<file path="src/rtl/crosspoint_loader_if.sv">
// Command channel between host-side logic and the crosspoint loader.
// Carries the valid/ready write handshake plus completion/error pulses.
interface crosspoint_loader_if #(
    parameter int ADDR_W = 12
);
    logic              cmd_valid;
    logic              cmd_ready;
    logic [ADDR_W-1:0] cmd_addr;
    logic              cmd_dat;
    logic              done;
    logic              err;

    modport master (
        output cmd_valid, cmd_addr, cmd_dat,
        input  cmd_ready, done, err
    );

    modport slave (
        input  cmd_valid, cmd_addr, cmd_dat,
        output cmd_ready, done, err
    );
endinterface

</file>
<file path="src/rtl/crosspoint_loader.sv">
// Serialises crosspoint cell writes into the 3-wire programming protocol:
// clear bit, ADDR_W address bits LSB first, then the data bit.
module crosspoint_loader #(
    parameter int CLK_DIV  = 4,
    parameter int ADDR_W   = 12,
    parameter int MAX_ADDR = 2351
) (
    input  logic                clk,
    input  logic                rst_n,
    crosspoint_loader_if.slave  cmd,
    output logic                xp_clk_,
    output logic                xp_dat,
    output logic                xp_clear
);
    localparam int BW = $clog2(ADDR_W + 2);
    localparam int PW = (CLK_DIV > 1) ? $clog2(CLK_DIV) : 1;
    localparam logic [PW-1:0]     PH_LAST = PW'(CLK_DIV - 1);
    localparam logic [BW-1:0]     B_LAST  = BW'(ADDR_W + 1);
    localparam logic [ADDR_W-1:0] MAX_A   = ADDR_W'(MAX_ADDR);

    typedef enum logic [1:0] {
        IDLE,
        HIGH,
        LOW
    } state_t;

    state_t          state;
    logic [BW-1:0]   b;
    logic [PW-1:0]   ph;
    logic [ADDR_W:0] sr;

    always_ff @(posedge clk or negedge rst_n) begin
        if (!rst_n) begin
            state         <= IDLE;
            b             <= '0;
            ph            <= '0;
            sr            <= '0;
            cmd.cmd_ready <= 1'b1;
            cmd.done      <= 1'b0;
            cmd.err       <= 1'b0;
            xp_clk_       <= 1'b1;
            xp_dat        <= 1'b0;
            xp_clear      <= 1'b0;
        end else begin
            cmd.done <= 1'b0;
            cmd.err  <= 1'b0;
            unique case (state)
                IDLE: begin
                    if (cmd.cmd_valid && cmd.cmd_ready) begin
                        if (cmd.cmd_addr > MAX_A) begin
                            cmd.err <= 1'b1;
                        end else begin
                            state         <= HIGH;
                            b             <= '0;
                            ph            <= '0;
                            sr            <= {cmd.cmd_dat, cmd.cmd_addr};
                            cmd.cmd_ready <= 1'b0;
                            xp_clear      <= 1'b1;
                            xp_dat        <= 1'b0;
                        end
                    end
                end
                HIGH: begin
                    if (ph == PH_LAST) begin
                        state   <= LOW;
                        ph      <= '0;
                        xp_clk_ <= 1'b0;
                    end else begin
                        ph <= ph + 1'b1;
                    end
                end
                LOW: begin
                    if (ph == PH_LAST) begin
                        ph      <= '0;
                        xp_clk_ <= 1'b1;
                        if (b == B_LAST) begin
                            // frame complete: park lines at idle level
                            state         <= IDLE;
                            cmd.cmd_ready <= 1'b1;
                            cmd.done      <= 1'b1;
                            xp_clear      <= 1'b0;
                            xp_dat        <= 1'b0;
                        end else begin
                            // next bit: address LSB-first, data bit last
                            state    <= HIGH;
                            b        <= b + 1'b1;
                            xp_clear <= 1'b0;
                            xp_dat   <= sr[0];
                            sr       <= sr >> 1;
                        end
                    end else begin
                        ph <= ph + 1'b1;
                    end
                end
                default: state <= IDLE;
            endcase
        end
    end
endmodule

</file>
<file path="src/flat_wrapper.sv">
// flat-port wrapper written by rule: the top's interface ports become plain ports
module crosspoint_loader_flat 
#(
    parameter int CLK_DIV  = 4,
    parameter int ADDR_W   = 12,
    parameter int MAX_ADDR = 2351
)
  (clk, rst_n, xp_clk_, xp_dat, xp_clear, cmd_cmd_valid, cmd_cmd_addr, cmd_cmd_dat, cmd_cmd_ready, cmd_done, cmd_err);
  crosspoint_loader_if #(.ADDR_W(ADDR_W)) cmd_i ();
  input  logic clk;
  input  logic rst_n;
  output logic xp_clk_;
  output logic xp_dat;
  output logic xp_clear;
  input wire logic [$bits(cmd_i.cmd_valid)-1:0] cmd_cmd_valid;
  input wire logic [$bits(cmd_i.cmd_addr)-1:0] cmd_cmd_addr;
  input wire logic [$bits(cmd_i.cmd_dat)-1:0] cmd_cmd_dat;
  output wire logic [$bits(cmd_i.cmd_ready)-1:0] cmd_cmd_ready;
  output wire logic [$bits(cmd_i.done)-1:0] cmd_done;
  output wire logic [$bits(cmd_i.err)-1:0] cmd_err;
  assign cmd_i.cmd_valid = cmd_cmd_valid;
  assign cmd_i.cmd_addr = cmd_cmd_addr;
  assign cmd_i.cmd_dat = cmd_cmd_dat;
  assign cmd_cmd_ready = cmd_i.cmd_ready;
  assign cmd_done = cmd_i.done;
  assign cmd_err = cmd_i.err;
  crosspoint_loader #(.CLK_DIV(CLK_DIV), .ADDR_W(ADDR_W), .MAX_ADDR(MAX_ADDR)) u_core (.clk(clk), .rst_n(rst_n), .cmd(cmd_i), .xp_clk_(xp_clk_), .xp_dat(xp_dat), .xp_clear(xp_clear));
endmodule
</file>
<file path="config.mk">
export PLATFORM = sky130hd
export DESIGN_NAME = crosspoint_loader_flat
export DESIGN_NICKNAME = d
export VERILOG_FILES = /design/src/rtl/crosspoint_loader_if.sv /design/src/rtl/crosspoint_loader.sv /design/src/flat_wrapper.sv
export SDC_FILE = /design/constraint.sdc
export NUM_CORES = 1
export LEC_CHECK = 0
export BUFFER_PORTS_ARGS = -buffer_cell sky130_fd_sc_hd__buf_2
export CAP_MARGIN = 20
export CORE_MARGIN = 2
export CORE_UTILIZATION = 40
export CTS_CLUSTER_DIAMETER = 30
export CTS_CLUSTER_SIZE = 12
export DETAILED_ROUTE_END_ITERATION = 16
export GPL_TIMING_DRIVEN = 1
export HOLD_SLACK_MARGIN = 0.15
export SYNTH_ARGS = -nofsm -noshare
export SYNTH_HDL_FRONTEND = slang
export SYNTH_SLANG_ARGS = --single-unit
export TNS_END_PERCENT = 1
</file>
<file path="constraint.sdc">
create_clock -name clk -period 2.6 [get_ports clk]
set_clock_uncertainty 0.05 [all_clocks]
set_input_delay 0.39 -clock clk [delete_from_list [all_inputs] [get_ports clk]]
set_output_delay 0.39 -clock clk [all_outputs]
set_load 0.005 [all_outputs]
</file>
* After elaboration in Yosys (flattened, before gate mapping)
Index checks and enable logic that the tools add are counted.
Storage, ports and cells: register bits 27, input bits 16, output and inout bits 6, word-level logic and storage cells 75
Cells by class: add/subtract/negate cells 2, magnitude comparators 1, equality and inequality tests 10, muxes and demuxes 40, reduce and logical (&&, ||, !) cells 12
Operators with widths (count):
- $mux W13 | 4
- $pmux W13 S2 | 1
- $mux W1 | 17
- $mux W4 | 4
- $mux W2 | 7
- $gt A12 B12 Y1 const B | 1
- $reduce_and A5 Y1 | 2
- $ne A2 B1 Y1 const B | 4
- $pmux W1 S2 | 4
- $pmux W4 S2 | 1
- $reduce_and A4 Y1 | 2
- $pmux W2 S3 | 1
- $reduce_and A3 Y1 | 2
- $reduce_bool A2 Y1 | 3
- $add A4 B1 Y4 const B | 1
- $eq A2 B2 Y1 const B | 2
- $eq A4 B4 Y1 const B | 1
- $ne A2 B2 Y1 const B | 2
- $pmux W2 S2 | 1
- $add A2 B1 Y2 const B | 1
- $eq A2 B1 Y1 const B | 1
- $logic_not A2 Y1 | 1
- $reduce_or A2 Y1 | 1
- $logic_and A1 B1 Y1 | 1

* Logic depth before layout (Yosys ltp)
Gate-level depths: netlist (run 1).
word-level depth 4, gate-level depth with buffers 8, mapped depth without buffers 6

* Worst setup path after synthesis (run 1)
OpenSTA, ideal clock, no wires.
path type reg2reg, start point register u_core.state[0], end point register u_core.sr[2], setup time 0.128 ns, arrival time 1.845 ns, required time 2.422 ns, setup slack 0.578 ns, cell stages (with the launch flop) 7, path buffers 2, period minus slack after synthesis 2.022 ns, cells stage by stage dfrtp_1 inv_1 ha_1 clkbuf_1 clkbuf_1 mux2_2 mux2_1
On the way: longest elaborated chain between the ends 3, elaborated cells on any way between the ends 9, classes of those cells eq/ne (5); mux (1); reduce/logical (3)
Ends and longest elaborated chain:
- from (decl) | line crosspoint_loader.sv:27 | state_t state;
- from (signal assigned) | line crosspoint_loader.sv:34 | state <= IDLE;
- from (signal assigned) | line crosspoint_loader.sv:53 | state <= HIGH;
- from (signal assigned) | line crosspoint_loader.sv:65 | state <= LOW;
- $eq A2 B2 Y1 / $logic_not A2 Y1 (equally long branches) | line crosspoint_loader.sv:47 | unique case (state)
- $ne A2 B2 Y1 (no source line) (tied with other cells)
- $reduce_and A5 Y1 (no source line)
- to (signal assigned) | line crosspoint_loader.sv:56 | sr <= {cmd.cmd_dat, cmd.cmd_addr};
- to (signal assigned) | line crosspoint_loader.sv:89 | sr <= sr >> 1;
- to (decl) | line crosspoint_loader.sv:30 | logic [ADDR_W:0] sr;
Parallel ways exist; a longest one is shown, timed or not. A chain may end at the register's enable or synchronous reset.

* Worst setup path in the final report (run 1)
Ends and elaborated chain as after synthesis.

==> impl_metrics.xml, run 1 <==
<?xml version="1.0" encoding="UTF-8"?>
<metrics>
  <group name="finish">
    <metric name="num-fill-cells" unit="">369</metric>
    <metric name="final_net_count" unit="">176</metric>
    <metric name="multiInputGateArea" unit="µm²">737</metric>
    <metric name="layout_commonest_cell" unit="">dfrtp_1</metric>
    <metric name="most_frequent_cells_in_the_layout" unit="">25 x dfrtp_1, 21 x buf_2, 19 x mux2_2, 10 x inv_1, 10 x mux2_1</metric>
    <metric name="final_layout_size_suffix_gt1_share" unit="%">32.5</metric>
    <metric name="num_antenna_cells" unit="">0</metric>
    <metric name="area_growth_syn_to_layout" unit="%">14.2</metric>
    <metric name="seqCellArea" unit="µm²">678</metric>
  </group>
  <group name="power_and_ir_drop">
    <metric name="worst_ir_drop_vdd" unit="mV">0.440</metric>
    <metric name="report.power.total" unit="µW">1820</metric>
    <metric name="power_density" unit="nW/µm²">1070</metric>
    <metric name="p_leak" unit="µW">0.000746</metric>
  </group>
  <group name="floorplan">
    <metric name="design.portCount" unit="">22</metric>
    <metric name="rows" unit="">22</metric>
    <metric name="fp.dieArea" unit="µm²">4230</metric>
    <metric name="start_util" unit="%">41.0</metric>
    <metric name="die_width" unit="µm">65.0</metric>
    <metric name="core-area" unit="µm²">3630</metric>
    <metric name="die-height" unit="µm">65.0</metric>
  </group>
  <group name="min_path">
    <metric name="hold_start" unit="">cmd_cmd_addr[8]</metric>
    <metric name="hp-class" unit="">input port to register</metric>
  </group>
  <group name="routing">
    <metric name="vias" unit="">1057</metric>
    <metric name="drcViolationCount" unit="">0</metric>
    <metric name="detail_route.wirelength" unit="mm">2.74</metric>
    <metric name="routedWlPerCell" unit="µm">13.8</metric>
    <metric name="drt_first_iter_violations" unit="">62</metric>
    <metric name="vias_per_cell" unit="">5.31</metric>
    <metric name="detail-route-antenna-nets" unit="">0</metric>
    <metric name="drtPass1Iterations" unit="">4</metric>
  </group>
  <group name="clock_tree">
    <metric name="cts_root_buffer" unit="">clkbuf_8</metric>
    <metric name="cts.reportedPaths.clkPinSlew" unit="ps">90</metric>
    <metric name="max-clock-path-buffers" unit="">2</metric>
    <metric name="cts_tree" unit="">done</metric>
    <metric name="clock_tree.htree_level_count" unit="">1</metric>
    <metric name="clkSinkCount" unit="">27</metric>
    <metric name="clk-insertion-delay-late" unit="ps">270</metric>
    <metric name="numCtsBuffers" unit="">3</metric>
    <metric name="postCtsResizedCells" unit="">0</metric>
  </group>
  <group name="yosys">
    <metric name="synth_enable_flop_cells" unit="">0</metric>
    <metric name="syn_nets" unit="">153</metric>
    <metric name="largest_area_contributor_in_the_synthesized_netlist" unit="">dfrtp_1</metric>
    <metric name="post_synth_inst_count" unit="">129</metric>
    <metric name="synth_sequential_area_ratio" unit="%">45.5</metric>
    <metric name="synthDominantCellAreaShare" unit="%">42.0</metric>
    <metric name="synth.lib_cells_used.distinct" unit="">31</metric>
    <metric name="synth.area.top_cells" unit="">dfrtp_1 42%, mux2_2 14%, mux2_1 7.6%, ha_1 6.7%, dfstp_2 3.5%</metric>
    <metric name="synth-warning-count" unit="">0</metric>
    <metric name="avgSynthCellArea" unit="µm²">11.6</metric>
    <metric name="synth.cell_area" unit="µm²">1490</metric>
    <metric name="synthFlopType" unit="">dfrtp_1</metric>
    <metric name="synthArstFlopShare" unit="%">100</metric>
    <metric name="yosys_register_bits" unit="">27</metric>
  </group>
  <group name="sta">
    <metric name="setup_tns" unit="ps">0</metric>
    <metric name="timing.final.crit_share" unit="%">86.3</metric>
    <metric name="finalSetupViolCount" unit="">0</metric>
    <metric name="relSlewSlack" unit="%">60.4</metric>
    <metric name="tightest_slew" unit="ps">594</metric>
    <metric name="final.min_clock_period" unit="ps">2240</metric>
    <metric name="fmax" unit="MHz">445</metric>
    <metric name="final_max_slew_viol_count" unit="">0</metric>
    <metric name="final_hold_viol_count" unit="">0</metric>
    <metric name="rsz0062_at_grt" unit="">false</metric>
  </group>
  <group name="critical_path">
    <metric name="worstPathMaxFanout" unit="">16</metric>
    <metric name="path_cells" unit="">inv_1, ha_1, nand2_1, o2bb2ai_1, nor3_4, buf_12, mux2_1</metric>
    <metric name="timing.critical_path.max_delay_family" unit="">compound AO/OA/AOI/OAI gates</metric>
    <metric name="timing.critical_path.required" unit="ps">2710</metric>
    <metric name="critical_path_class" unit="">register to register</metric>
    <metric name="cp-startpoint" unit="">u_core.state[0]</metric>
    <metric name="worstReg2RegStart" unit="">u_core.state[0]</metric>
    <metric name="worst_setup_path_start_kind" unit="">register</metric>
    <metric name="worst-path-buf-inv" unit="">2</metric>
    <metric name="critPathMaxStageDelay" unit="ps">520</metric>
    <metric name="timing.critical_path.arrival" unit="ps">2360</metric>
    <metric name="cp_slowest_cell" unit="">o2bb2ai_1</metric>
    <metric name="worstSetupEndpointType" unit="">register</metric>
  </group>
  <group name="global_routing">
    <metric name="grt_start_max_net_pins" unit="">28</metric>
    <metric name="global_route.overflow_total" unit="">0</metric>
    <metric name="grt_first_pass_wirelength" unit="mm">4.66</metric>
    <metric name="antenna_violations_before_repair" unit="">0</metric>
    <metric name="first_global_vias" unit="">1028</metric>
    <metric name="total_routing_usage_reported_by_global_routing" unit="%">14.0</metric>
  </group>
  <group name="status">
    <metric name="outcome" unit="">completed</metric>
  </group>
  <group name="placed_design">
    <metric name="globalplace.congestion" unit="">0.880</metric>
    <metric name="hpwl_after_dpl" unit="mm">2.01</metric>
    <metric name="io_buffer_count" unit="">21</metric>
  </group>
  <group name="flow_run">
    <metric name="cap_viol_max_count" unit="">0</metric>
  </group>
</metrics>
sequential cells by signal, indices dropped and copies added (netlist names):
signal / flops
u_core.sr: 13
u_core.b: 4
u_core.ph: 2
u_core.state: 2
u_core.cmd.cmd_ready: 1
u_core.cmd.done: 1
u_core.cmd.err: 1
u_core.xp_clear: 1
u_core.xp_clk_: 1
u_core.xp_dat: 1
logic make-up (layout without fill, tap and decap cells):
| family | after synthesis | count (layout) | share of synthesized area, % |
|---|---|---|---|
| DFF | 27 | 27 | 45.5 |
| adders and majority gates | 8 | 8 | 6.72 |
| and+or+nand+nor | 32 | 32 | 11.3 |
| AOI/OAI and AO/OA | 15 | 15 | 8.23 |
| muxes | 31 | 31 | 23.3 |
| buffers and inverters | 16 | 38 | 5.04 |
cells in the mapped netlist, types with 2 or more instances:
master and number:
mux2_2 19, nor2_1 6, dfstp_2 2, nand3_1 6, a211oi_1 2, buf_6 2, clkbuf_1 4, mux2i_1 2
o41ai_1 2, mux2_1 10, nand2_1 9, inv_1 10, ha_1 8, nand4_1 3, o221ai_1 3, nor2b_1 2
dfrtp_1 25
power by group:
part           internal, µW  total, µW  switching (µW)
combinational           442        862             420
clock                   107        241             133
sequential              604        716             112
total                  1150       1820             665
worst reg2reg max path, stage by stage, from the launching register on:
cell       delay [ps]
dfrtp_1           430
inv_1             110
ha_1              310
nand2_1           150
o2bb2ai_1         520
nor3_4             70
buf_12            180
mux2_1            320
worst paths after layout:
check	endpoint	slack, ps	cells past startpoint
max reg2reg	u_core.sr[2]	360	7
min in group asynchronous	u_core.sr[6]	590	2
min reg2reg	u_core.xp_clk_	410	2
min	u_core.cmd.err	340	3
max	u_core.sr[2]	360	7
max in group asynchronous	u_core.b[1]	1520	2
routing by layer:
layer | track usage, % | up-vias | wire, µm
li1 | - | 509 | -
met1 | 17.6 | 507 | 1250
met2 | 23.8 | 39 | 1330
met3 | 2.43 | 2 | 137
met4 | 5.47 | 0 | 23
met5 | 0 | - | 0
stage by stage:
step                      hold WS, ps  cells  utilization [%]  instance area (µm²)  worst slack [ps]
after CTS                         335    198             46.3                 1680               123
after global placement            377    193             44.7                 1630               251
after floorplan                  44.4    129                -                 1490               578
after detailed placement          384    193             44.7                 1630               137
final                             338    199             46.8                 1700               355
after global routing              345    199             46.8                 1700               217
area by class of cell:
| cell class | instances | area share [%] |
|---|---|---|
| inverter | 10 | 2.21 |
| multi-input combinational | 86 | 43.3 |
| clock buffer | 3 | 2.43 |
| sequential | 27 | 39.9 |
| tap | 48 | 3.53 |
| clock inverter | 1 | 0.294 |
| timing repair buffer | 24 | 8.38 |
what timing repair did:
action,in CTS,in global routing
setup endpoints to repair,0,14
setup buffers,0,1
hold endpoints to repair,25,0
hold buffers,1,0
(Power assumes the default switching activity.)
==> run 2, diff against run 1 <==
--- a/config.mk
+++ b/config.mk
@@ -14,6 +14,7 @@
 export DETAILED_ROUTE_END_ITERATION = 16
 export GPL_TIMING_DRIVEN = 1
 export HOLD_SLACK_MARGIN = 0.15
+export RECOVER_POWER = 50
 export SYNTH_ARGS = -nofsm -noshare
 export SYNTH_HDL_FRONTEND = slang
 export SYNTH_SLANG_ARGS = --single-unit
==> run 2 against run 1 <==
Against the previous run: wire length fell by 0.66%; die area stayed put; count of clock-buffer cells in the layout stayed put; power hardly changed; hold slack hardly changed; largest cell class unchanged; critical path type unchanged; first-iteration DRC count did not move; cell area decreased by 0.15%; global-route usage did not move; highest routed layer unchanged.
==> impl_metrics.xml, run 2 (synthesis results as in run 1) <==
<?xml version="1.0" encoding="UTF-8"?>
<metrics>
  <group name="critical_path">
    <metric name="worstPathMaxFanout" unit="">16</metric>
    <metric name="worst-path-buf-inv" unit="">2</metric>
    <metric name="path_cells" unit="">inv_1, ha_1, nand2_1, o2bb2ai_1, nor3_4, buf_12, mux2_1</metric>
    <metric name="critical_path_class" unit="">register to register</metric>
    <metric name="cp_slowest_cell" unit="">o2bb2ai_1</metric>
    <metric name="timing.critical_path.required" unit="ps">2710</metric>
    <metric name="worst_setup_path_start_kind" unit="">register</metric>
    <metric name="timing.critical_path.arrival" unit="ps">2360</metric>
    <metric name="timing.critical_path.max_delay_family" unit="">compound AO/OA/AOI/OAI gates</metric>
    <metric name="critPathMaxStageDelay" unit="ps">510</metric>
    <metric name="worstSetupEndpointType" unit="">register</metric>
  </group>
  <group name="clock_tree">
    <metric name="clock_tree.htree_level_count" unit="">1</metric>
    <metric name="postCtsResizedCells" unit="">0</metric>
    <metric name="numCtsBuffers" unit="">3</metric>
    <metric name="clk-insertion-delay-late" unit="ps">270</metric>
    <metric name="cts_tree" unit="">done</metric>
    <metric name="clkSinkCount" unit="">27</metric>
    <metric name="cts.reportedPaths.clkPinSlew" unit="ps">90</metric>
    <metric name="max-clock-path-buffers" unit="">2</metric>
    <metric name="cts_root_buffer" unit="">clkbuf_8</metric>
  </group>
  <group name="global_routing">
    <metric name="antenna_violations_before_repair" unit="">0</metric>
    <metric name="grt_start_max_net_pins" unit="">28</metric>
    <metric name="total_routing_usage_reported_by_global_routing" unit="%">14.0</metric>
    <metric name="grt_first_pass_wirelength" unit="mm">4.66</metric>
    <metric name="global_route.overflow_total" unit="">0</metric>
    <metric name="first_global_vias" unit="">1028</metric>
  </group>
  <group name="routing">
    <metric name="routedWlPerCell" unit="µm">13.7</metric>
    <metric name="drtPass1Iterations" unit="">5</metric>
    <metric name="detail-route-antenna-nets" unit="">0</metric>
    <metric name="vias_per_cell" unit="">5.30</metric>
    <metric name="vias" unit="">1054</metric>
    <metric name="drt_first_iter_violations" unit="">62</metric>
    <metric name="drcViolationCount" unit="">0</metric>
    <metric name="detail_route.wirelength" unit="mm">2.72</metric>
  </group>
  <group name="finish">
    <metric name="largest-register" unit="">u_core.sr</metric>
    <metric name="layout_commonest_cell" unit="">dfrtp_1</metric>
    <metric name="final_net_count" unit="">176</metric>
    <metric name="num_antenna_cells" unit="">0</metric>
    <metric name="most_frequent_cells_in_the_layout" unit="">25 x dfrtp_1, 19 x mux2_2, 19 x buf_2, 10 x inv_1, 10 x mux2_1</metric>
    <metric name="area_growth_syn_to_layout" unit="%">14.0</metric>
    <metric name="reg.largest.list" unit="">u_core.sr x13, u_core.b x4</metric>
    <metric name="largest_register_ff_count" unit="">13</metric>
    <metric name="final_layout_size_suffix_gt1_share" unit="%">31.1</metric>
  </group>
  <group name="floorplan">
    <metric name="fp.dieArea" unit="µm²">4230</metric>
    <metric name="core-area" unit="µm²">3630</metric>
    <metric name="design.portCount" unit="">22</metric>
    <metric name="rows" unit="">22</metric>
    <metric name="start_util" unit="%">41.0</metric>
    <metric name="die-height" unit="µm">65.0</metric>
    <metric name="die_width" unit="µm">65.0</metric>
  </group>
  <group name="flow_run">
    <metric name="cap_viol_max_count" unit="">0</metric>
  </group>
  <group name="sta">
    <metric name="final_hold_viol_count" unit="">0</metric>
    <metric name="fmax" unit="MHz">445</metric>
    <metric name="final.min_clock_period" unit="ps">2240</metric>
    <metric name="rsz0062_at_grt" unit="">false</metric>
    <metric name="final_max_slew_viol_count" unit="">0</metric>
    <metric name="setup_tns" unit="ps">0</metric>
    <metric name="relSlewSlack" unit="%">5.12</metric>
    <metric name="finalSetupViolCount" unit="">0</metric>
    <metric name="tightest_slew" unit="ps">1420</metric>
    <metric name="timing.final.crit_share" unit="%">86.3</metric>
  </group>
  <group name="power_and_ir_drop">
    <metric name="worst_ir_drop_vdd" unit="mV">0.441</metric>
    <metric name="power_density" unit="nW/µm²">1070</metric>
    <metric name="p_leak" unit="µW">0.000738</metric>
    <metric name="report.power.total" unit="µW">1820</metric>
  </group>
  <group name="placed_design">
    <metric name="io_buffer_count" unit="">21</metric>
    <metric name="hpwl_after_dpl" unit="mm">2.01</metric>
    <metric name="globalplace.congestion" unit="">0.880</metric>
  </group>
  <group name="min_path">
    <metric name="hp-class" unit="">input port to register</metric>
  </group>
  <group name="status">
    <metric name="outcome" unit="">completed</metric>
  </group>
</metrics>
## run 2: report_power, final
group,total (µW),internal [µW],switching [µW]
sequential,717,604,112
combinational,860,442,418
clock,241,107,133
total,1820,1150,664
## run 2: final cells by class
class | instances | area (µm²)
inverter | 10 | 37.5
sequential | 27 | 678
timing repair buffer | 24 | 140
multi-input combinational | 86 | 737
clock inverter | 1 | 5.00
clock buffer | 3 | 41.3
fill | 371 | 1930
tap | 48 | 60.1
## run 2: timing repair
| action | CTS | global route |
|---|---|---|
| setup endpoints to repair | 0 | 14 |
| hold endpoints to repair | 25 | 0 |
| hold buffers | 1 | 0 |
| buffers inserted | 0 | 1 |
## run 2: worst min-delay path: stages
cell and delay [ps]:
buf_2 120, nand2_1 50, a211oi_1 60
## run 2: metal layers
layer	part of all wire [%]	global-route usage [%]	wire (µm)	vias up
met3	4.7	2.43	128	5
met4	1.3	5.47	36	0
met2	48	23.8	1310	35
li1	-	-	-	509
met1	46	17.6	1240	505
met5	0	0	0	-
## run 2: path summary, 6_finish.rpt
| kind | startpoint | cells past startpoint | slack [ps] | endpoint |
|---|---|---|---|---|
| max in group asynchronous | rst_n | 2 | 750 | u_core.sr[5] |
| setup reg to reg | u_core.state[0] | 7 | 360 | u_core.sr[2] |
| setup / recovery | u_core.state[0] | 7 | 360 | u_core.sr[2] |
| hold reg to reg | u_core.xp_clk_ | 2 | 410 | u_core.xp_clk_ |
| min in group asynchronous | rst_n | 2 | 920 | u_core.sr[6] |
| hold / removal | cmd_cmd_addr[8] | 3 | 340 | u_core.cmd.err |
## run 2: through the flow
step | cells | worst slack (ps) | utilization, % | hold slack (ps) | area [µm²]
floorplan | 129 | 578 | - | 44.4 | 1490
global placement | 193 | 251 | 44.7 | 377 | 1630
detailed placement | 193 | 137 | 44.7 | 384 | 1630
CTS | 198 | 123 | 46.3 | 335 | 1680
global route | 199 | 217 | 46.8 | 345 | 1700
finish | 199 | 355 | 46.8 | 338 | 1700
